<file path="src/rtl/motor_six_step_commutator.sv">
// Six-step trapezoidal commutation sequencer driving the 3-phase bridge gate enables.
// Latency: gate outputs are registered and change one clk50 edge after the deciding tick or enable edge.
// Backpressure: none. enI=0 forces all gates off on the next edge, and async reset clears them at once.
//
// Ports:
//   clk50mhzI  system clock, all logic on its rising edge
//   nRstI      asynchronous active-low reset
//   clk1mhzI   1 MHz square wave used as a microsecond timebase (synchronous to clk50mhzI)
//   enI        1 = run the sequencer, 0 = all gates off and hold the step index
//   dirI       1 = forward (step+1), 0 = reverse (step-1), sampled at the advancing tick
//   periodI    drive time per step in ticks, latched when DEAD hands over to DRIVE
//   gateO      {AH,AL,BH,BL,CH,CL}, 1 = transistor on
//   stepIdxO   current commutation step, 0..5
//   stepPulseO one-cycle pulse whenever the step index changes
//   busyO      1 whenever the sequencer is not idle
module motor_six_step_commutator #(
  parameter int PERIOD_W   = 16,
  parameter int DEAD_TICKS = 2,
  parameter int MIN_PERIOD = 4
) (
  input  logic                clk50mhzI,
  input  logic                nRstI,
  input  logic                clk1mhzI,
  input  logic                enI,
  input  logic                dirI,
  input  logic [PERIOD_W-1:0] periodI,
  output logic [5:0]          gateO,
  output logic [2:0]          stepIdxO,
  output logic                stepPulseO,
  output logic                busyO
);

  typedef enum logic [1:0] {IDLE, DEAD, DRIVE} state_t;

  // With DEAD_TICKS=0 this constant is never compared, so its wrapped value does not matter.
  localparam logic [PERIOD_W-1:0] DEAD_LAST = PERIOD_W'(DEAD_TICKS - 1);
  localparam logic [PERIOD_W-1:0] MIN_PER   = PERIOD_W'(MIN_PERIOD);

  // Only one of the high/low pair of each phase is ever set in the table below.
  function automatic logic [5:0] gatePattern(input logic [2:0] idx);
    case (idx)
      3'd0:    gatePattern = 6'b100100;
      3'd1:    gatePattern = 6'b100001;
      3'd2:    gatePattern = 6'b001001;
      3'd3:    gatePattern = 6'b011000;
      3'd4:    gatePattern = 6'b010010;
      3'd5:    gatePattern = 6'b000110;
      default: gatePattern = 6'b000000;
    endcase
  endfunction

  function automatic logic [2:0] nextIdx(input logic [2:0] idx, input logic fwd);
    if (fwd) nextIdx = (idx == 3'd5) ? 3'd0 : idx + 3'd1;
    else     nextIdx = (idx == 3'd0) ? 3'd5 : idx - 3'd1;
  endfunction

  state_t              state, stateNxt;
  logic [PERIOD_W-1:0] cnt, cntNxt;
  logic [PERIOD_W-1:0] perLat, perLatNxt;
  logic [2:0]          stepIdx, stepIdxNxt;
  logic [5:0]          gate, gateNxt;
  logic                stepPulse, stepPulseNxt;
  logic                clk1Prev;
  logic                tick;
  logic [PERIOD_W-1:0] perClamped;
  logic [2:0]          advIdx;

  // Rising edge of the 1 MHz timebase, one clk50 cycle wide.
  assign tick       = clk1mhzI & ~clk1Prev;
  assign perClamped = (periodI < MIN_PER) ? MIN_PER : periodI;
  assign advIdx     = nextIdx(stepIdx, dirI);

  // State register.
  always_ff @(posedge clk50mhzI or negedge nRstI) begin
    if (!nRstI) begin
      state     <= IDLE;
      cnt       <= '0;
      perLat    <= MIN_PER;
      stepIdx   <= 3'd0;
      gate      <= 6'b0;
      stepPulse <= 1'b0;
      clk1Prev  <= 1'b0;
    end else begin
      state     <= stateNxt;
      cnt       <= cntNxt;
      perLat    <= perLatNxt;
      stepIdx   <= stepIdxNxt;
      gate      <= gateNxt;
      stepPulse <= stepPulseNxt;
      clk1Prev  <= clk1mhzI;
    end
  end

  // Next-state logic. Disable has priority over everything, including a step advance
  // landing in the same cycle, so the step index is simply held.
  always_comb begin
    stateNxt     = state;
    cntNxt       = cnt;
    perLatNxt    = perLat;
    stepIdxNxt   = stepIdx;
    gateNxt      = gate;
    stepPulseNxt = 1'b0;
    if (!enI) begin
      stateNxt = IDLE;
      cntNxt   = '0;
      gateNxt  = 6'b0;
    end else begin
      case (state)
        IDLE: begin
          cntNxt = '0;
          if (DEAD_TICKS == 0) begin
            stateNxt  = DRIVE;
            gateNxt   = gatePattern(stepIdx);
            perLatNxt = perClamped;
          end else begin
            stateNxt = DEAD;
            gateNxt  = 6'b0;
          end
        end
        DEAD: begin
          if (tick) begin
            if (cnt == DEAD_LAST) begin
              stateNxt  = DRIVE;
              gateNxt   = gatePattern(stepIdx);
              perLatNxt = perClamped;
              cntNxt    = '0;
            end else begin
              cntNxt = cnt + 1'b1;
            end
          end
        end
        DRIVE: begin
          if (tick) begin
            if (cnt == perLat - 1'b1) begin
              stepIdxNxt   = advIdx;
              stepPulseNxt = 1'b1;
              cntNxt       = '0;
              if (DEAD_TICKS == 0) begin
                gateNxt   = gatePattern(advIdx);
                perLatNxt = perClamped;
              end else begin
                stateNxt = DEAD;
                gateNxt  = 6'b0;
              end
            end else begin
              cntNxt = cnt + 1'b1;
            end
          end
        end
        default: begin
          stateNxt = IDLE;
          cntNxt   = '0;
          gateNxt  = 6'b0;
        end
      endcase
    end
  end

  // Outputs.
  always_comb begin
    gateO      = gate;
    stepIdxO   = stepIdx;
    stepPulseO = stepPulse;
    busyO      = (state != IDLE);
  end

endmodule

</file>
<file path="config.mk">
export PLATFORM = sky130hd
export DESIGN_NAME = motor_six_step_commutator
export DESIGN_NICKNAME = d
export VERILOG_FILES = /design/src/rtl/motor_six_step_commutator.sv
export SDC_FILE = /design/constraint.sdc
export NUM_CORES = 1
export LEC_CHECK = 0
export ABC_AREA = 1
export CAP_MARGIN = 20
export CORE_ASPECT_RATIO = 1.25
export CORE_MARGIN = 2
export CORE_UTILIZATION = 60
export DETAILED_ROUTE_END_ITERATION = 10
export PLACE_DENSITY = 0.85
export SYNTH_ARGS = -nofsm -noshare
export SYNTH_HDL_FRONTEND = slang
export SYNTH_SLANG_ARGS = --single-unit
</file>
<file path="constraint.sdc">
create_clock -name clk50mhzI -period 5.86 [get_ports clk50mhzI]
set_input_delay 0.879 -clock clk50mhzI [delete_from_list [all_inputs] [get_ports clk50mhzI]]
set_output_delay 0.879 -clock clk50mhzI [all_outputs]
set_load 0.01 [all_outputs]
</file>
## Word-level counts from Yosys, hierarchy flattened

Cells that the tools add are included.

| cells by class | value |
|---|---|
| $add $sub $neg | 4 |
| $lt $le $gt $ge | 1 |
| equal/unequal tests | 13 |
| muxes and demuxes | 27 |
| bitwise operators | 2 |
| reductions and logical operators | 7 |

Operators with widths:

| cell | number |
|---|---|
| 16-bit 2-to-1 mux | 6 |
| 6-bit case mux with 6 select lines | 1 |
| 16-bit case mux with 2 select lines | 1 |
| 6-bit 2-to-1 mux | 5 |
| 16-bit by 1-bit adder with 16-bit output (second input constant) | 1 |
| 16-bit by 1-bit == test with 1-bit output (second input constant) | 1 |
| 16-bit == test | 1 |
| 16-bit by 3-bit < comparator with 1-bit output (second input constant) | 1 |
| 16-bit by 1-bit subtractor with 16-bit output (second input constant) | 1 |
| 3-bit != test (second input constant) | 4 |
| 6-bit case mux with 2 select lines | 1 |
| 4-bit AND reduction | 3 |
| 2-bit 2-to-1 mux | 5 |
| 3-bit 2-to-1 mux | 3 |
| 3-bit by 2-bit == test with 1-bit output (second input constant) | 2 |
| 3-bit == test (second input constant) | 2 |
| 2-bit case mux with 3 select lines | 1 |
| 1-bit 2-to-1 mux | 4 |
| 3-bit by 1-bit adder with 3-bit output (second input constant) | 1 |
| 3-bit by 1-bit == test with 1-bit output (second input constant) | 1 |
| 3-bit logical NOT | 1 |
| 3-bit by 1-bit subtractor with 3-bit output (second input constant) | 1 |
| 2-bit by 1-bit == test with 1-bit output (second input constant) | 1 |
| 2-bit == test (second input constant) | 1 |
| 5 further kinds | 5 |

| storage, ports and cells | value |
|---|---|
| register bits | 45 |
| input port bits | 21 |
| output and inout bits | 11 |
| word-level logic and storage cells | 61 |

## Depth between registers and ports, before layout

Gate-level depths: netlist of run 1.

| depth | value |
|---|---|
| depth after elaboration | 6 |
| depth in mapped cells | 18 |
| gate-level depth less buffers | 17 |

## Worst setup path before layout of run 1

Ideal clock, no wire load.

| timing path | value |
|---|---|
| path kind | in2reg |
| start | input port enI |
| end | register state[0] |
| library setup time | 123 ps |
| data arrival time | 2086 ps |
| required time | 5737 ps |
| setup slack | 3650 ps |
| cell stages on the path | 8 |
| path buffers | 2 |
| path through | clkbuf_1 o211ai_1 inv_1 a31oi_1 nand2_2 buf_6 nand2_2 o21ai_2 |

| between the ends | value |
|---|---|
| word-level cells in the longest chain between the ends | 2 |
| elaborated cells between the ends (all ways) | 6 |
| classes of those cells | 4 x eq/ne; 1 x mux; 1 x reduce/logical |

RTL lines:

| element | line | text |
|---|---|---|
| start: declaration | 24 | `input logic enI,` |
| 3-bit != test (no source line) | -- |  |
| 4-bit AND reduction (no source line) | -- |  |
| end signal: assignment | 84 | `state <= stateNxt;` |
| end: declaration | 57 | `state_t state, stateNxt;` |

Several ways; a longest one is shown, not always the timed one.
A chain may end at the register's enable or synchronous reset.

## Worst setup path after layout of run 1

| timing path | value |
|---|---|
| start | input port enI |
| end | register state[1] |

The elaborated chain is that of the path after synthesis.

==> flow_summary_export.csv, run 1 <==
group,metric,value,unit
synthesis,synthFlopType,"dfrtp_1",
cts,cts-root-buf,"clkbuf_8",
placement,port_buffers,31,
synthesis,synth_warnings,0,
timing,setup_tns,0,ns
timing,period_share,0.485,
power,leakage,1.76,nW
power,power_frac_comb,0.396,
timing,timing.fmax,0.352,GHz
cells_and_area,diodes,0,
floorplanning,die_area,5900,sq um
timing,slew_violations,0,
placement,gp_congestion,0.921,
floorplanning,ios,32,
power,p_switching,0.000432,W
timing,worstMarginPinSlew,0.622,ns
power,swShare,0.403,
global_route,grt_usage,0.277,
critical_path,path_buf_inv,2,
routing,totalWireLength,7.66,mm
cells_and_area,final_nets,489,
critical_path,cp-start-kind,"input pin",
global_route,grt_max_degree,46,
placement,place_ws,2.51,ns
synthesis,synth_top_area_frac,0.347,
outcome,run_status,"finished clean",
worst_hold_path,hold_class,"in2async",
timing,setup_viol,0,
global_route,grt_remaining_overflow,0,
synthesis,ys_seq_elements,45,
synthesis,netlist_area,3180,sq um
placement,post-dp-hpwl,5.70,mm
routing,dr_total_vias,2933,
cts,cts_tree,"done",
cts,cts-htree-levels,2,
timing,clock_skew,0.0148,ns
synthesis,synth_enable_flop_cells,0,
routing,drt_iter0_drc,238,
critical_path,crit_chain,"clkdlybuf4s50_1 -> o211ai_1 -> inv_1 -> a31oi_1 -> nand2_2 -> nand2_1 -> o21ai_2",
routing,viasPerCell,5.63,
synthesis,synth_top_area_cell,"dfrtp_1",
flow_run,drv_cap,0,
cells_and_area,utilization,0.718,
critical_path,cp.required,6.05,ns
cells_and_area,layout_common_cells,"nand2_1, inv_1, dfrtp_1",
timing,hold_viol,0,
cts,insertion_delay,0.31,ns
critical_path,arrival,3.03,ns
critical_path,slowest_stage,"clkdlybuf4s50_1",
synthesis,synth.area.top_cells,"dfrtp_1, nand2_1, inv_1",
critical_path,end_kind,"register",
critical_path,cp_slowest_stage_delay,0.57,ns
cells_and_area,syn2layout_area_growth,14.9,%
floorplanning,die_x,69.1,um
floorplanning,start_util,0.625,
synthesis,synth.distinct_cells,40,
routing,ant_nets,0,
synthesis,synthArstFlopShare,1.00,
critical_path,critPathKind,"in2reg",
floorplanning,core-area,5080,sq um
cells_and_area,drive_above_1_share,0.122,
synthesis,seq_area_frac_synth,0.355,
cts,cts_buffer_depth,2,
timing,fin_ws,3.02,ns
timing,period_minus_slack,2.84,ns
routing,firstDrtPassIters,5,
critical_path,critical_path.top_delay_family,"buffers and inverters",
cts,post_cts_buffers,0,
power,ir_drop,0.260,mV
power,p_seq_frac,0.374,
power,power.density,294,nW/um^2
synthesis,synth_nets,459,
routing,wire_per_inst,14.7,um
critical_path,crit_start,"enI",
power,clkPwrFrac,0.230,
routing,drc,0,
cts,ctsResizeCount,0,
critical_path,r2r-start,"state[0]$_DFFE_PN0P_",
global_route,grt_pass1_wl,13.2,mm
cts,clkSlewWorstSetupHoldPaths,0.09,ns
cells_and_area,layout_commonest_cell,"nand2_1",
global_route,grt_pass1_vias,2851,
floorplanning,fp-row-count,29,
floorplanning,die_h,85.4,um
cts,cts_buffers,5,
timing,maxSlewHeadroom,0.582,
cts,cts_hold_buffers,0,
global_route,antenna_found_initial,0,
power,p_int,0.000641,W
synthesis,synthCells,428,
synthesis,syn_area_per_cell,7.42,sq um
cts,cts.sinks,45,
critical_path,crit_path_max_fanout,15,
timing,rsz0062_at_grt,"false",
-- cell usage after synthesis (all sizes together) (2+ instances only) --
| cell type | instances |
|---|---|
| nand3 | 35 |
| xor2 | 20 |
| nor3 | 8 |
| nand2 | 117 |
| buf | 5 |
| clkbuf | 5 |
| mux2 | 11 |
| nand4 | 10 |
| xnor2 | 5 |
| dfrtp | 44 |
| nand3b | 2 |
| o21ai | 29 |
| inv | 54 |
| nor2 | 47 |
| ha | 10 |
| a21oi | 12 |
| nor4 | 5 |
-- layer usage --
| metal | share of wire | vias to the layer above | routed length, um | GRT usage |
|---|---|---|---|---|
| met4 | 0.042 | 0 | 324 | 0.132 |
| li1 | - | 1437 | - | - |
| met5 | 0 | - | 0 | 0 |
| met1 | 0.42 | 1374 | 3210 | 0.347 |
| met3 | 0.042 | 26 | 323 | 0.0439 |
| met2 | 0.50 | 96 | 3800 | 0.468 |
-- sequential cells by signal (all words and copies together) (netlist names) --
register and count:
clk1Prev 1, cnt 16, gateO 6, perLat 16
state 2, stepIdxO 3, stepPulseO 1
-- through the flow --
step	hold slack [ns]	std cells	instance area [sq um]	power, W
final	0.446	521	3650	0.00107
after global routing	0.457	521	3650	0.00115
after CTS	0.487	519	3610	0.00107
after detailed placement	0.461	511	3500	0.000824
after global placement	0.457	511	3500	0.000808
after floorplan	0.474	428	3180	0.000717
-- final timing paths --
| kind | to | slack, ns | depth (start not counted) |
|---|---|---|---|
| min | cnt[4]$_DFFE_PN0P_ | 0.45 | 1 |
| min in group clk50mhzI | gateO[5]$_DFFE_PN0P_ | 0.49 | 2 |
| max in group asynchronous | gateO[3]$_DFFE_PN0P_ | 4.93 | 2 |
| max | state[1]$_DFFE_PN0P_ | 3.02 | 7 |
| max reg2reg | state[1]$_DFFE_PN0P_ | 3.29 | 8 |
| min reg2reg | gateO[5]$_DFFE_PN0P_ | 0.49 | 2 |
-- power by group through the flow --
stage	sequential (W)	combinational, W	clock, W
6_report	0.000401	0.000425	0.000247
5_1_grt	0.000408	0.000482	0.000263
4_1_cts	0.000401	0.000420	0.000249
3_5_place_dp	0.000407	0.000417	0
3_3_place_gp	0.000405	0.000403	0
2_1_floorplan	0.000396	0.000321	0
-- final cells by class --
type | count | area [sq um]
multi-input combinational | 318 | 1780
fill | 407 | 1430
sequential | 45 | 1130
timing repair buffer | 33 | 340
inverter | 55 | 206
tap | 62 | 77.6
clock buffer | 5 | 68.8
clock inverter | 3 | 46.3
-- kinds of logic after synthesis --
logic type	Yosys count	synth area share
AOI/OAI and AO/OA	46	0.0918
xor gates and xnor gates	25	0.0689
adders and majority gates	10	0.0394
buffers and inverters	65	0.0839
DFF	45	0.355
muxes	11	0.0390
and+or+nand+nor	226	0.322
Note: power is estimated with default switching activity, not from simulation.
==> run 2, diff against run 1 <==
--- a/config.mk
+++ b/config.mk
@@ -9,9 +9,9 @@
 export CAP_MARGIN = 20
 export CORE_ASPECT_RATIO = 1.25
 export CORE_MARGIN = 2
-export CORE_UTILIZATION = 60
+export CORE_UTILIZATION = 52
 export DETAILED_ROUTE_END_ITERATION = 10
-export PLACE_DENSITY = 0.85
+export PLACE_DENSITY = 0.79
 export SYNTH_ARGS = -nofsm -noshare
 export SYNTH_HDL_FRONTEND = slang
 export SYNTH_SLANG_ARGS = --single-unit
==> constraint.sdc (replaced) <==
create_clock -name clk50mhzI -period 2.51 [get_ports clk50mhzI]
set_input_delay 0.3765 -clock clk50mhzI [delete_from_list [all_inputs] [get_ports clk50mhzI]]
set_output_delay 0.3765 -clock clk50mhzI [all_outputs]
set_load 0.01 [all_outputs]
==> run 2 against run 1 <==
Count of clock-buffer cells in the layout increased by 1. Via count is 1.1% lower. Register-to-register slack lost 3.1 ns. Worst hold slack better by 0.033 ns. Setup slack got worse by 2.8 ns. Core utilization down 9.1 points. Non-clock buffer count is 5 higher. Flip-flop and latch count unchanged. Global-route usage fell by 4.2 points. Design area is 0.72% higher. Die area up 15%. Largest power group unchanged.
==> flow_summary_export.csv, run 2 (synthesis gave the netlist of run 1 again) <==
group,metric,value,unit
cells_and_area,nFillCells,528,
global_route,grt_pass1_vias,2891,
floorplanning,core-area,5860,sq um
routing,drc,0,
timing,timing.fmax,0.439,GHz
power,power.density,659,nW/um^2
timing,period_minus_slack,2.28,ns
critical_path,arrival,2.47,ns
cts,clkSlewWorstSetupHoldPaths,0.09,ns
timing,hold_viol,0,
flow_run,drv_cap,0,
timing,setup_viol,0,
critical_path,crit_chain,"inv_1 -> ha_1 -> nand2_2 -> nor2_4 -> nand2_1 -> nand2_1 -> nand2_1 -> nor2_1 -> nand2_1 -> nor2_2 -> nand2_2 -> nand2_1 -> nand2_2 -> nand2_4 -> o21ai_0",
routing,drt_iter0_drc,146,
timing,rsz0062_at_grt,"false",
cells_and_area,diodes,0,
floorplanning,fp-row-count,31,
routing,wire_per_inst,13.4,um
critical_path,crit_end,"cnt[5]$_DFFE_PN0P_",
power,p_total,0.00242,W
critical_path,cp-start-kind,"register",
global_route,grt_usage,0.235,
critical_path,crit_top_cell,"nand2_1",
timing,fin_hold_ws,0.479,ns
critical_path,reg2reg_depth,15,
routing,viasPerCell,5.32,
placement,gp_congestion,0.903,
cells_and_area,syn2layout_area_growth,15.7,%
global_route,antenna_found_initial,0,
cts,cts-htree-levels,2,
cells_and_area,drive_above_1_share,0.129,
critical_path,crit_start,"perLat[0]$_DFFE_PN0P_",
floorplanning,die_x,73.9,um
cells_and_area,final_nets,494,
cells_and_area,layout_commonest_cell,"nand2_1",
cts,cts_buffer_depth,2,
timing,worstMarginPinSlew,0.528,ns
power,ir_drop,0.473,mV
placement,port_buffers,31,
critical_path,crit_path_max_fanout,15,
cts,cts.sinks,45,
timing,maxSlewHeadroom,0.645,
floorplanning,ios,32,
cts,post_cts_buffers,0,
timing,period_share,0.908,
cts,insertion_delay,0.30,ns
floorplanning,die_area,6750,sq um
critical_path,end_kind,"register",
routing,firstDrtPassIters,5,
routing,totalWireLength,7.34,mm
cts,cts_buffers,5,
cells_and_area,layout_common_cells,"nand2_1, inv_1, dfrtp_1",
placement,post-dp-hpwl,5.76,mm
outcome,run_status,"finished clean",
critical_path,cp_slowest_stage_delay,0.39,ns
critical_path,r2r-end,"cnt[5]$_DFFE_PN0P_",
global_route,grt_remaining_overflow,0,
critical_path,critPathKind,"reg2reg",
critical_path,r2r-start,"perLat[0]$_DFFE_PN0P_",
global_route,grt_pass1_wl,12.5,mm
timing,clock_skew,0.00842,ns
critical_path,reg2reg_slack,0.23,ns
timing,setup_tns,0,ns
power,leakage,1.77,nW
cts,cts_tree,"done",
critical_path,cp.required,2.70,ns
floorplanning,die_h,91.4,um
routing,dr_total_vias,2902,
critical_path,slowest_stage,"dfrtp_1",
worst_hold_path,hold_class,"in2async",
floorplanning,start_util,0.542,
cts,cts-root-buf,"clkbuf_8",
routing,ant_nets,0,
global_route,grt_max_degree,34,
timing,slew_violations,0,
## run 2: what timing repair did
action	in CTS	in global routing
gates resized for setup	0	0
hold endpoints to repair	12	0
hold buffers	1	0
## run 2: per-layer routing
layer / share of wire / routed length, um / GRT usage
met1: 0.42 / 3070 / 0.270
met2: 0.52 / 3780 / 0.414
met3: 0.030 / 222 / 0.0333
met4: 0.036 / 263 / 0.114
met5: 0 / 0 / 0
## run 2: cell type report
cell class	count	area [sq um]	share of cell area
Clock inverter	2	13.8	0.00374
Timing Repair Buffer	38	360	0.0980
Multi-Input combinational cell	318	1780	0.485
Tap cell	82	103	0.0279
Clock buffer	6	82.6	0.0225
Inverter	55	206	0.0562
Sequential cell	45	1130	0.307
## run 2: through the flow
stage / setup WS [ns] / util / std cells / cell area [sq um]
after floorplan: 0.486 / - / 428 / 3180
after CTS: 0.245 / 0.628 / 546 / 3680
after global routing: 0.00538 / 0.628 / 546 / 3680
after global placement: 0.331 / 0.609 / 537 / 3570
after detailed placement: 0.250 / 0.609 / 537 / 3570
final: 0.230 / 0.628 / 546 / 3680
## run 2: how the worst min path moves through the flow
stage                            to  slack, ns  cells after the start
2_1_floorplan    clk1Prev$_DFF_PN0_       0.08                      0
3_3_place_gp   state[0]$_DFFE_PN0P_       0.28                      1
6_report       state[0]$_DFFE_PN0P_       0.48                      2
3_5_place_dp   gateO[3]$_DFFE_PN0P_       0.28                      1
4_1_cts        gateO[3]$_DFFE_PN0P_       0.48                      2
5_1_grt        state[0]$_DFFE_PN0P_       0.51                      2
## run 2: worst max-delay path: cells and delay by family (launching register included)
kind | cells | cell delay, ns
adder cells (fa/ha/maj) | 1 | 0.29
AO/OA/AOI/OAI | 1 | 0.12
buffers and inverters | 1 | 0.15
AND/OR/NAND/NOR | 12 | 1.20
flip-flops | 1 | 0.39
## run 2: report_power, final
part	internal, W	switching, W	leakage, nW	total, W
clock	0.000224	0.000261	0.0512	0.000485
sequential	0.000823	0.000112	0.599	0.000935
combinational	0.000391	0.000614	1.12	0.00100
total	0.00144	0.000987	1.77	0.00242
==> run 3, diff against run 2 <==
--- a/config.mk
+++ b/config.mk
@@ -8,10 +8,10 @@
 export ABC_AREA = 1
 export CAP_MARGIN = 20
 export CORE_ASPECT_RATIO = 1.25
-export CORE_MARGIN = 2
 export CORE_UTILIZATION = 52
 export DETAILED_ROUTE_END_ITERATION = 10
-export PLACE_DENSITY = 0.79
+export HOLD_SLACK_MARGIN = 0.06
+export PLACE_DENSITY = 0.77
 export SYNTH_ARGS = -nofsm -noshare
 export SYNTH_HDL_FRONTEND = slang
 export SYNTH_SLANG_ARGS = --single-unit
==> run 3 against run 2 <==
Power increased by 2.2%. Non-clock buffer count shrank 2. Core utilization decreased by 0.13 points. Setup slack improved by 0.022 ns. Sequential share of layout area is 0.063 points higher. Count of clock-buffer cells in the layout decreased by 1. Critical path type unchanged.
==> flow_summary_export.csv, run 3 (synthesis gave the netlist of run 1 again) <==
group,metric,value,unit
power,ir_drop,0.384,mV
cts,insertion_delay,0.30,ns
floorplanning,start_util,0.542,
routing,viasPerCell,5.31,
power,leakage,1.76,nW
critical_path,critPathKind,"reg2reg",
routing,dr_total_vias,2881,
routing,drt_iter0_drc,216,
floorplanning,core-area,5860,sq um
floorplanning,die_h,89.4,um
floorplanning,die_x,71.9,um
cts,cts_buffer_depth,2,
critical_path,crit_path_max_fanout,15,
timing,maxSlewHeadroom,0.602,
global_route,grt_usage,0.250,
routing,wire_per_inst,13.6,um
global_route,grt_max_degree,26,
global_route,grt_pass1_vias,2684,
flow_run,drv_cap,0,
routing,drc,0,
outcome,run_status,"finished clean",
placement,port_buffers,31,
timing,clock_skew,0.00315,ns
worst_hold_path,hold_class,"in2async",
placement,gp_congestion,0.926,
critical_path,cp_slowest_stage_delay,0.39,ns
global_route,antenna_found_initial,0,
cells_and_area,final_nets,492,
critical_path,cp.required,2.68,ns
critical_path,arrival,2.43,ns
timing,slew_violations,0,
critical_path,cp-start-kind,"register",
timing,worstMarginPinSlew,0.592,ns
cells_and_area,syn2layout_area_growth,15.5,%
floorplanning,ios,32,
critical_path,end_kind,"register",
cts,cts-htree-levels,2,
critical_path,crit_chain,"inv_1 -> ha_2 -> nand2_1 -> nand2_1 -> nor2_1 -> nand2_1 -> nor2_1 -> nand2_1 -> nor2_1 -> nand2_1 -> nor2_2 -> nand2_2 -> nand2_1 -> nand2_2 -> nand2_4 -> o21ai_0",
global_route,grt_pass1_wl,12.2,mm
timing,timing.fmax,0.443,GHz
cts,cts_tree,"done",
critical_path,reg2reg_depth,16,
timing,period_minus_slack,2.26,ns
cts,cts-root-buf,"clkbuf_8",
routing,totalWireLength,7.41,mm
timing,setup_viol,0,
critical_path,r2r-start,"perLat[0]$_DFFE_PN0P_",
critical_path,crit_start,"perLat[0]$_DFFE_PN0P_",
placement,post-dp-hpwl,5.75,mm
timing,hold_viol,0,
floorplanning,die_area,6430,sq um
timing,rsz0062_at_grt,"false",
critical_path,slowest_stage,"dfrtp_1",
cells_and_area,diodes,0,
cells_and_area,fin_cells,543,
timing,period_share,0.900,
power,power.density,676,nW/um^2
critical_path,crit_top_cell,"nand2_1",
critical_path,crit_end,"cnt[6]$_DFFE_PN0P_",
cells_and_area,layout_commonest_cell,"nand2_1",
cts,clkSlewWorstSetupHoldPaths,0.08,ns
cts,post_cts_buffers,0,
cts,cts_buffers,5,
routing,ant_nets,0,
global_route,grt_remaining_overflow,0,
cells_and_area,layout_common_cells,"nand2_1, inv_1, dfrtp_1",
critical_path,reg2reg_slack,0.25,ns
cts,cts.sinks,45,
cells_and_area,drive_above_1_share,0.128,
routing,firstDrtPassIters,4,
floorplanning,fp-row-count,31,
timing,setup_tns,0,ns
critical_path,r2r-end,"cnt[6]$_DFFE_PN0P_",
placement,dp.cells,536,
==> run 3: layer usage <==
layer / track usage / vias up / routed length, um
met4: 0.119 / 0 / 241
met2: 0.457 / 83 / 3760
met3: 0.0372 / 19 / 311
li1: - / 1442 / -
met1: 0.287 / 1337 / 3090
met5: 0 / - / 0
==> run 3: report_power, final <==
| part | total (W) | switching [W] | leakage (nW) | internal, W |
|---|---|---|---|---|
| combinational | 0.00100 | 0.000610 | 1.11 | 0.000392 |
| sequential | 0.000934 | 0.000112 | 0.599 | 0.000823 |
| clock | 0.000542 | 0.000252 | 0.0540 | 0.000290 |
| total | 0.00248 | 0.000974 | 1.76 | 0.00150 |
==> run 3: worst min path at each step <==
| stage | slack, ns | cells past startpoint | endpoint |
|---|---|---|---|
| detailed placement | 0.40 | 1 | state[0]$_DFFE_PN0P_ |
| floorplan | 0.08 | 0 | clk1Prev$_DFF_PN0_ |
| global placement | 0.40 | 1 | clk1Prev$_DFF_PN0_ |
| CTS | 0.06 | 1 | state[0]$_DFFE_PN0P_ |
| global route | 0.1 | 1 | clk1Prev$_DFF_PN0_ |
| finish | 0.06 | 1 | state[0]$_DFFE_PN0P_ |
==> run 3: critical path: cells and delay by family, from the launching register on <==
kind | cells | cell delay (ns)
buffers and inverters | 1 | 0.14
and+or+nand+nor | 13 | 1.17
adders and majority gates | 1 | 0.30
AOI/OAI and AO/OA | 1 | 0.13
DFF | 1 | 0.39
==> run 3: timing repair <==
action | in CTS | in global routing
endpoints found under the setup margin | 0 | 4
gates resized for setup | 0 | 1
endpoints found under the hold margin | 0 | 0
hold buffers | 0 | 0
==> run 3: per-stage QoR <==
stage	hold WS (ns)	total power, W	area (sq um)	setup WS [ns]	utilization
after floorplan	0.0809	0.00167	3180	0.486	-
after global placement	0.398	0.00192	3560	0.317	0.608
after detailed placement	0.400	0.00194	3560	0.249	0.608
after CTS	0.0638	0.00249	3670	0.227	0.626
after global routing	0.0996	0.00267	3670	0.0389	0.626
final	0.0571	0.00248	3670	0.252	0.626
==> run 3: area by class of cell <==
type	count	area, sq um
clock buffer	5	68.8
clock inverter	2	35.0
fill	499	2190
inverter	55	206
multi-input combinational	318	1790
sequential	45	1130
tap	82	103
timing repair buffer	36	343
